`config.mk`:
```
export PLATFORM = sky130hd
export DESIGN_NAME = multiword_add_sequencer
export DESIGN_NICKNAME = d
export VERILOG_FILES = /design/src/rtl/multiword_add_sequencer.sv
export SDC_FILE = /design/constraint.sdc
export NUM_CORES = 1
export LEC_CHECK = 0
export ABC_AREA = 1
export CAP_MARGIN = 10
export CORE_AREA = 2 2 158 160
export CTS_CLUSTER_DIAMETER = 150
export DETAILED_ROUTE_END_ITERATION = 6
export DIE_AREA = 0 0 160 162
export PLACE_DENSITY = 0.68
export SYNTH_ARGS = -nofsm -noshare
export SYNTH_HDL_FRONTEND = slang
export SYNTH_SLANG_ARGS = --single-unit
export TNS_END_PERCENT = 5
```
`constraint.sdc`:
```
create_clock -name clk -period 1.5 [get_ports clk]
set_input_delay 0.15 -clock clk [delete_from_list [all_inputs] [get_ports clk]]
set_output_delay 0.15 -clock clk [all_outputs]
set_load 0.02 [all_outputs]
```
`src/rtl/multiword_add_sequencer.sv`:
```
`default_nettype none
// ============================================================================
// Module      : multiword_add_sequencer
// Description : Streams multi-word operands (least-significant word first)
//               through an external combinational WIDTH-bit adder. S1 holds
//               the operand word driving the adder; S2 captures the sum.
//               Each word's carry-out is chained into the next word's
//               carry-in, giving one result word per clock.
//               Optional macro MULTIWORD_ADD_SUB_EN adds port in_sub, which
//               turns the operation into A-B (two's complement).
// Revision    : 1.0 - initial release
// ============================================================================
module multiword_add_sequencer #(
  parameter int WIDTH     = 64,
  parameter int MAX_WORDS = 16,
  parameter int CNT_W     = 5
) (
  input  logic             clk,
  input  logic             rst,
`ifdef MULTIWORD_ADD_SUB_EN
  input  logic             in_sub,
`endif
  input  logic             in_valid,
  output logic             in_ready,
  input  logic [WIDTH-1:0] in_a,
  input  logic [WIDTH-1:0] in_b,
  input  logic             in_cin,
  input  logic             in_last,
  output logic [WIDTH-1:0] add_a,
  output logic [WIDTH-1:0] add_b,
  output logic             add_cin,
  input  logic [WIDTH-1:0] add_sum,
  input  logic             add_cout,
  output logic             out_valid,
  input  logic             out_ready,
  output logic [WIDTH-1:0] out_sum,
  output logic             out_last,
  output logic             out_cout,
  output logic [CNT_W-1:0] out_idx,
  output logic             out_err
);

  localparam logic [CNT_W-1:0] C_LAST_IDX = CNT_W'(MAX_WORDS - 1);

  // S1: operand stage feeding the adder
  logic             s1_valid_q;
  logic [WIDTH-1:0] s1_a_q;
  logic [WIDTH-1:0] s1_b_q;
  logic             s1_cin_q;
  logic             s1_last_q;
  logic             s1_err_q;
  logic [CNT_W-1:0] s1_idx_q;

  // S2: result stage
  logic             s2_valid_q;
  logic [WIDTH-1:0] s2_sum_q;
  logic             s2_last_q;
  logic             s2_cout_q;
  logic [CNT_W-1:0] s2_idx_q;
  logic             s2_err_q;

  // Operation tracking
  logic             first_q;
  logic             first_d;
  logic [CNT_W-1:0] cnt_q;
  logic [CNT_W-1:0] cnt_d;
  logic             carry_hold_q;

  // Combinational helpers
  logic             w_s1_adv;
  logic             w_in_fire;
  logic [CNT_W-1:0] w_idx;
  logic             w_forced;
  logic             w_last;
  logic             w_cin;
  logic [WIDTH-1:0] w_b;

`ifdef MULTIWORD_ADD_SUB_EN
  logic             sub_q;
  logic             w_sub;
`endif

  assign w_s1_adv  = s1_valid_q && (!s2_valid_q || out_ready);
  assign in_ready  = !s1_valid_q || w_s1_adv;
  assign w_in_fire = in_valid && in_ready;

  assign add_a   = s1_a_q;
  assign add_b   = s1_b_q;
  assign add_cin = s1_cin_q;

  assign out_valid = s2_valid_q;
  assign out_sum   = s2_sum_q;
  assign out_last  = s2_last_q;
  assign out_cout  = s2_cout_q;
  assign out_idx   = s2_idx_q;
  assign out_err   = s2_err_q;

  // Decode the incoming word: index, forced termination, operand B and carry-in
  always_comb begin
    w_idx    = first_q ? '0 : cnt_q;
    w_forced = (w_idx == C_LAST_IDX) && !in_last;
    w_last   = in_last || w_forced;
    first_d  = first_q;
    cnt_d    = cnt_q;
`ifdef MULTIWORD_ADD_SUB_EN
    // Subtract mode is latched on the first word and held for the operation
    w_sub = first_q ? in_sub : sub_q;
    w_b   = w_sub ? ~in_b : in_b;
    if (first_q)
      w_cin = in_sub ? 1'b1 : in_cin;
`else
    w_b = in_b;
    if (first_q)
      w_cin = in_cin;
`endif
    // A valid S1 word is always advancing when a new word is accepted,
    // so its live carry-out is the correct chain value
    else if (s1_valid_q)
      w_cin = add_cout;
    else
      w_cin = carry_hold_q;
    if (w_in_fire) begin
      first_d = w_last;
      cnt_d   = w_idx + CNT_W'(1);
    end
  end

  // S1 register: loads on an input handshake, empties when it advances
  always_ff @(posedge clk) begin
    if (rst) begin
      s1_valid_q <= 1'b0;
      s1_a_q     <= '0;
      s1_b_q     <= '0;
      s1_cin_q   <= 1'b0;
      s1_last_q  <= 1'b0;
      s1_err_q   <= 1'b0;
      s1_idx_q   <= '0;
    end else begin
      if (w_in_fire) begin
        s1_valid_q <= 1'b1;
        s1_a_q     <= in_a;
        s1_b_q     <= w_b;
        s1_cin_q   <= w_cin;
        s1_last_q  <= w_last;
        s1_err_q   <= w_forced;
        s1_idx_q   <= w_idx;
      end else if (w_s1_adv) begin
        s1_valid_q <= 1'b0;
      end
    end
  end

  // S2 register: captures the adder result when S1 advances
  always_ff @(posedge clk) begin
    if (rst) begin
      s2_valid_q <= 1'b0;
      s2_sum_q   <= '0;
      s2_last_q  <= 1'b0;
      s2_cout_q  <= 1'b0;
      s2_idx_q   <= '0;
      s2_err_q   <= 1'b0;
    end else begin
      if (w_s1_adv) begin
        s2_valid_q <= 1'b1;
        s2_sum_q   <= add_sum;
        s2_last_q  <= s1_last_q;
        s2_cout_q  <= s1_last_q ? add_cout : 1'b0;
        s2_idx_q   <= s1_idx_q;
        s2_err_q   <= s1_err_q;
      end else if (out_ready) begin
        s2_valid_q <= 1'b0;
      end
    end
  end

  // Operation tracking: first-word flag, word counter and carry holding
  always_ff @(posedge clk) begin
    if (rst) begin
      first_q      <= 1'b1;
      cnt_q        <= '0;
      carry_hold_q <= 1'b0;
    end else begin
      first_q <= first_d;
      cnt_q   <= cnt_d;
      if (w_s1_adv)
        carry_hold_q <= add_cout;
    end
  end

`ifdef MULTIWORD_ADD_SUB_EN
  // Subtract-mode latch, captured on the first word of each operation
  always_ff @(posedge clk) begin
    if (rst)
      sub_q <= 1'b0;
    else if (w_in_fire && first_q)
      sub_q <= in_sub;
  end
`endif

endmodule
`default_nettype wire
```
-- Yosys cells after proc, flatten, opt, wreduce, memory -nomap -nowiden
Cells that the tools add are included.
- add/subtract/negate cells: 1
- equality and inequality tests: 1
- mux-type cells: 8
- reductions and logical operators: 11
- operators with widths (operator ; count):
    2-to-1 mux 1 bit ; 7
    adder 5 x 1 -> 5 bit (second input constant) ; 1
    equality test 5 x 4 -> 1 bit (second input constant) ; 1
    2-to-1 mux 5 bit ; 1
    nonzero test 2 bit ; 2
    logical AND 1 bit ; 3
    zero test 1 bit ; 3
    logical OR 1 bit ; 3
- flip-flop bits (word level): 217
- bits of input ports: 199
- output and inout port bits: 203
- logic and storage cells: 37

-- Logic depth before layout (Yosys ltp)
- word-level depth: 6
- depth in mapped cells: 10
- gate-level depth less buffers: 10

-- Least setup slack after synthesis
No wires, ideal clock.
- kind: flip-flop to flip-flop
- start: register first_q
- end: register first_q
- library setup time: 0.121 ns
- arrival time: 1.478 ns
- data required time: 1.379 ns
- slack: -0.099 ns
- cell stages (with the launch flop): 10
- path buffers: 0
- period minus slack after synthesis: 1.599 ns
- cells stage by stage: dfxtp_1 -> inv_1 -> nand2_1 -> inv_1 -> ha_1 -> nor3b_1 -> ha_1 -> or2_2 -> nand3_1 -> nand3_1
- longest elaborated chain between the ends: 4
- ends and longest elaborated chain (what ; RTL line ; source):
    start, declared ; 63 ; logic first_q;
    start signal, assigned ; 183 ; first_q <= first_d;
    2-to-1 mux 5 bit ; 100 ; w_idx = first_q ? '0 : cnt_q;
    named net w_idx[0] ; 72 ; logic [CNT_W-1:0] w_idx;
    equality test 5 x 4 -> 1 bit ; 101 ; w_forced = (w_idx == C_LAST_IDX) && !in_last;
    logical AND 1 bit ; 101 ;
    logical OR 1 bit ; 102 ; w_last = in_last || w_forced;
The timed path passes the listed nets, and every way through them passes these cells.
A chain may end at the register's enable or synchronous reset.

-- Final worst setup path
Same ends and word-level chain as after synthesis.

==> results.sh <==
export IMPL_status="completed"
export IMPL_rsz0062_at_grt="true"
export IMPL_die_area_mm2=0.0259
export IMPL_cp_max_fo=3
export IMPL_finalSetupViolCount=0
export IMPL_grt_max_degree=79
export IMPL_worstMarginPinSlew_ns=0.316
export IMPL_synth_area_leaders="dfxtp_1, nor2_1, o21ai_0, buf_6, nand2_1"
export IMPL_hp_class="in2reg"
export IMPL_postCtsHoldBufs=0
export IMPL_cts_root_buf="clkbuf_16"
export IMPL_synth_top_area_share=0.566
export IMPL_fin_ws_ns=0.0225
export IMPL_stdcell_count=1714
export IMPL_postSynthCellCount=975
export IMPL_worstSkewPairLatency_ns=0.51
export IMPL_areaGrowthSynthToFinish_pct=67.0
export IMPL_finalClockSkew_ns=0.0108
export IMPL_startpoint_type="register"
export IMPL_final_util=0.531
export IMPL_yosys_area_top_type="dfxtp_1"
export IMPL_power_density_mw_per_mm2=1160
export IMPL_cts_buffers=24
export IMPL_place_ws_ns=-0.124
export IMPL_io_buffers=401
export IMPL_synth_edf_count=0
export IMPL_grt_ovfl_total=0
export IMPL_leakage_nw=5.90
export IMPL_grt_pass1_wl_um=39400
export IMPL_synth_ff_type="dfxtp_1"
export IMPL_holdWs_ns=0.255
export IMPL_synthMuxAreaShare=0
export IMPL_synth_warnings=0
export IMPL_multiInputGateArea_mm2=0.00291
export IMPL_nFillCells=2398
export IMPL_h_tree_depth=1
export IMPL_cts_clk_slew_worst_paths_ns=0.06
export IMPL_crit_type="reg2reg"
export IMPL_gp_congestion=0.789
export IMPL_antenna_found_initial=1
export IMPL_finalWirelength_um=25500
export IMPL_tns_ns=0
export IMPL_yosysMostFrequentCell="nor2_1"
export IMPL_synth_common_cells="nor2_1, dfxtp_1, o21ai_0, nand2_1, clkbuf_1"
export IMPL_die_w_um=160
export IMPL_nets=1575
export IMPL_coreArea_mm2=0.0241
export IMPL_synth_compound_area_frac=0.140
export IMPL_final_max_slew_viol_count=0
export IMPL_period_share=0.985
export IMPL_maxSlewHeadroom=0.790
export IMPL_min_period_ns=1.48
export IMPL_dp_hpwl_um=18400
export IMPL_start_util=0.318
export IMPL_num_vias=7759
export IMPL_vias_per_cell=4.53
export IMPL_rows=57
export IMPL_ir_worst_vdd_uv=766
export IMPL_grt_pass1_vias=7330
export IMPL_drc_errors=0
export IMPL_ys_ff_latch=217
export IMPL_max_cap_viol_count=0
export IMPL_ant_nets=0
export IMPL_path_buf_inv=2
export IMPL_p_total_mw=14.9
export IMPL_synth_adder_area_share=0.00326
export IMPL_seqCellArea_mm2=0.00435
export IMPL_postPlaceCellArea_mm2=0.0122
export IMPL_synth_area_mm2=0.00767
export IMPL_first_iter_violations=481
export IMPL_clkSinkCount=217
export IMPL_io_pin_count=402
export IMPL_wl_per_cell_um=14.9
export IMPL_placedCellCount=1671
export IMPL_arrival_ns=1.87
export IMPL_worstRegToRegCells=9
export IMPL_crit_slowest_cell="dfxtp_2"
export IMPL_synth_distinct_cells=21
export IMPL_antenna_cells=0
export IMPL_cts_tree="yes"
export IMPL_fin_area_mm2=0.0128
export IMPL_grt_total_usage=0.186
export IMPL_max_stage_delay_ns=0.36
export IMPL_drtPass1Iterations=4
export IMPL_ys_seq_area_frac=0.566
export IMPL_endpoint_kind="register"
export IMPL_critical_path_cell_chain="inv_2 > nand2_2 > inv_2 > ha_4 > nor3b_2 > ha_2 > or2_4 > nand3_4 > nand3_2"
export IMPL_path_delay_family="simple AND/OR/NAND/NOR gates"
export IMPL_fmax_mhz=677
export IMPL_synth_avg_cell_area_um2=7.87
export IMPL_synth_simple_area_share=0.229
export IMPL_crit_cells=9
export IMPL_drive_above_1_share=0.0719
export IMPL_cts_path_max_buffers=3
export IMPL_required_ns=1.89
export IMPL_hold_path_cell_count=3
export IMPL_crit_path_frequent_cell="inv_2"
export IMPL_hold_viol=0
export IMPL_synth_top_family_by_area="simple AND/OR/NAND/NOR gates"
export IMPL_synth_xor_area_frac=0.00114
export IMPL_synth_nets=1176
export IMPL_async_flop_share=0
export IMPL_die_h_um=162
-- what timing repair did --
item | in CTS | in global routing
setup buffers | 0 | 1
hold endpoints to repair | 0 | 0
gates resized for setup | 207 | 8
setup endpoints to repair | 205 | 4
pin swaps | 0 | 2
-- worst min-delay path, stage by stage --
cell,delay (ns)
clkdlybuf4s50_1,0.39
o21ai_1,0.12
nor2_1,0.05
-- state kept, by name, indices dropped and copies added (netlist names), 5 cells and up --
name and count:
add_a 64, s1_idx_q 5, out_idx 5, cnt_q 5
add_b 64, out_sum 64
-- power breakdown --
| part | leakage (nW) | switching (mW) | internal (mW) |
|---|---|---|---|
| registers | 1.80 | 0.201 | 6.19 |
| logic | 3.71 | 1.39 | 1.23 |
| clock network | 0.388 | 2.33 | 3.53 |
-- placed cells by master, fill, tap and decap left out, types with 2 or more instances in the layout --
cell / synthesis / routed
nor2_1: 415 / 414
dfxtp_1: 217 / 214
dlygate4sd2_1: 0 / 202
o21ai_0: 201 / 201
clkdlybuf4s50_1: 0 / 198
nand2_1: 33 / 31
clkbuf_16: 0 / 25
buf_4: 1 / 23
buf_12: 0 / 18
inv_1: 13 / 10
a21oi_1: 9 / 8
clkinv_2: 1 / 6
clkbuf_1: 31 / 5
nand3_1: 6 / 4
a21oi_2: 2 / 3
clkbuf_8: 0 / 3
dfxtp_2: 0 / 3
inv_2: 1 / 2
nand2_2: 0 / 2
nand3_4: 1 / 2
inv_4: 0 / 2
bufinv_16: 0 / 2
-- layout make-up --
| type | instances | share of cell area |
|---|---|---|
| well taps | 324 | 0.0316 |
| flip-flops and latches | 217 | 0.339 |
| inverters | 15 | 0.00488 |
| clock buffers | 33 | 0.0535 |
| multi-input cells | 674 | 0.227 |
| repair buffers | 442 | 0.335 |
| clock inverters | 9 | 0.00791 |
-- layer usage --
metal	global-route usage	vias to the layer above	wire (um)
li1	-	3904	-
met4	0.0479	2	506
met2	0.327	306	12300
met1	0.221	3505	10200
met3	0.0587	42	2410
met5	0	-	13
-- cells by family (layout without fill, tap and decap cells) --
kind of cell | count (synthesis) | in the layout
adders and majority gates | 2 | 2
AOI/OAI and AO/OA | 213 | 213
DFF | 217 | 217
xor gates and xnor gates | 1 | 1
and+or+nand+nor | 458 | 458
buffers and inverters | 84 | 499
-- final timing paths --
kind / startpoint / endpoint / slack, ns
min: in_a[35] / add_a[35]$_SDFFE_PP0P_ / 0.25
min reg2reg: out_cout$_SDFFE_PP0P_ / out_cout$_SDFFE_PP0P_ / 0.46
max: first_q$_SDFFE_PP1P_ / first_q$_SDFFE_PP1P_ / 0.02
max reg2reg: first_q$_SDFFE_PP1P_ / first_q$_SDFFE_PP1P_ / 0.02
Power figures use the tool's default switching activity.
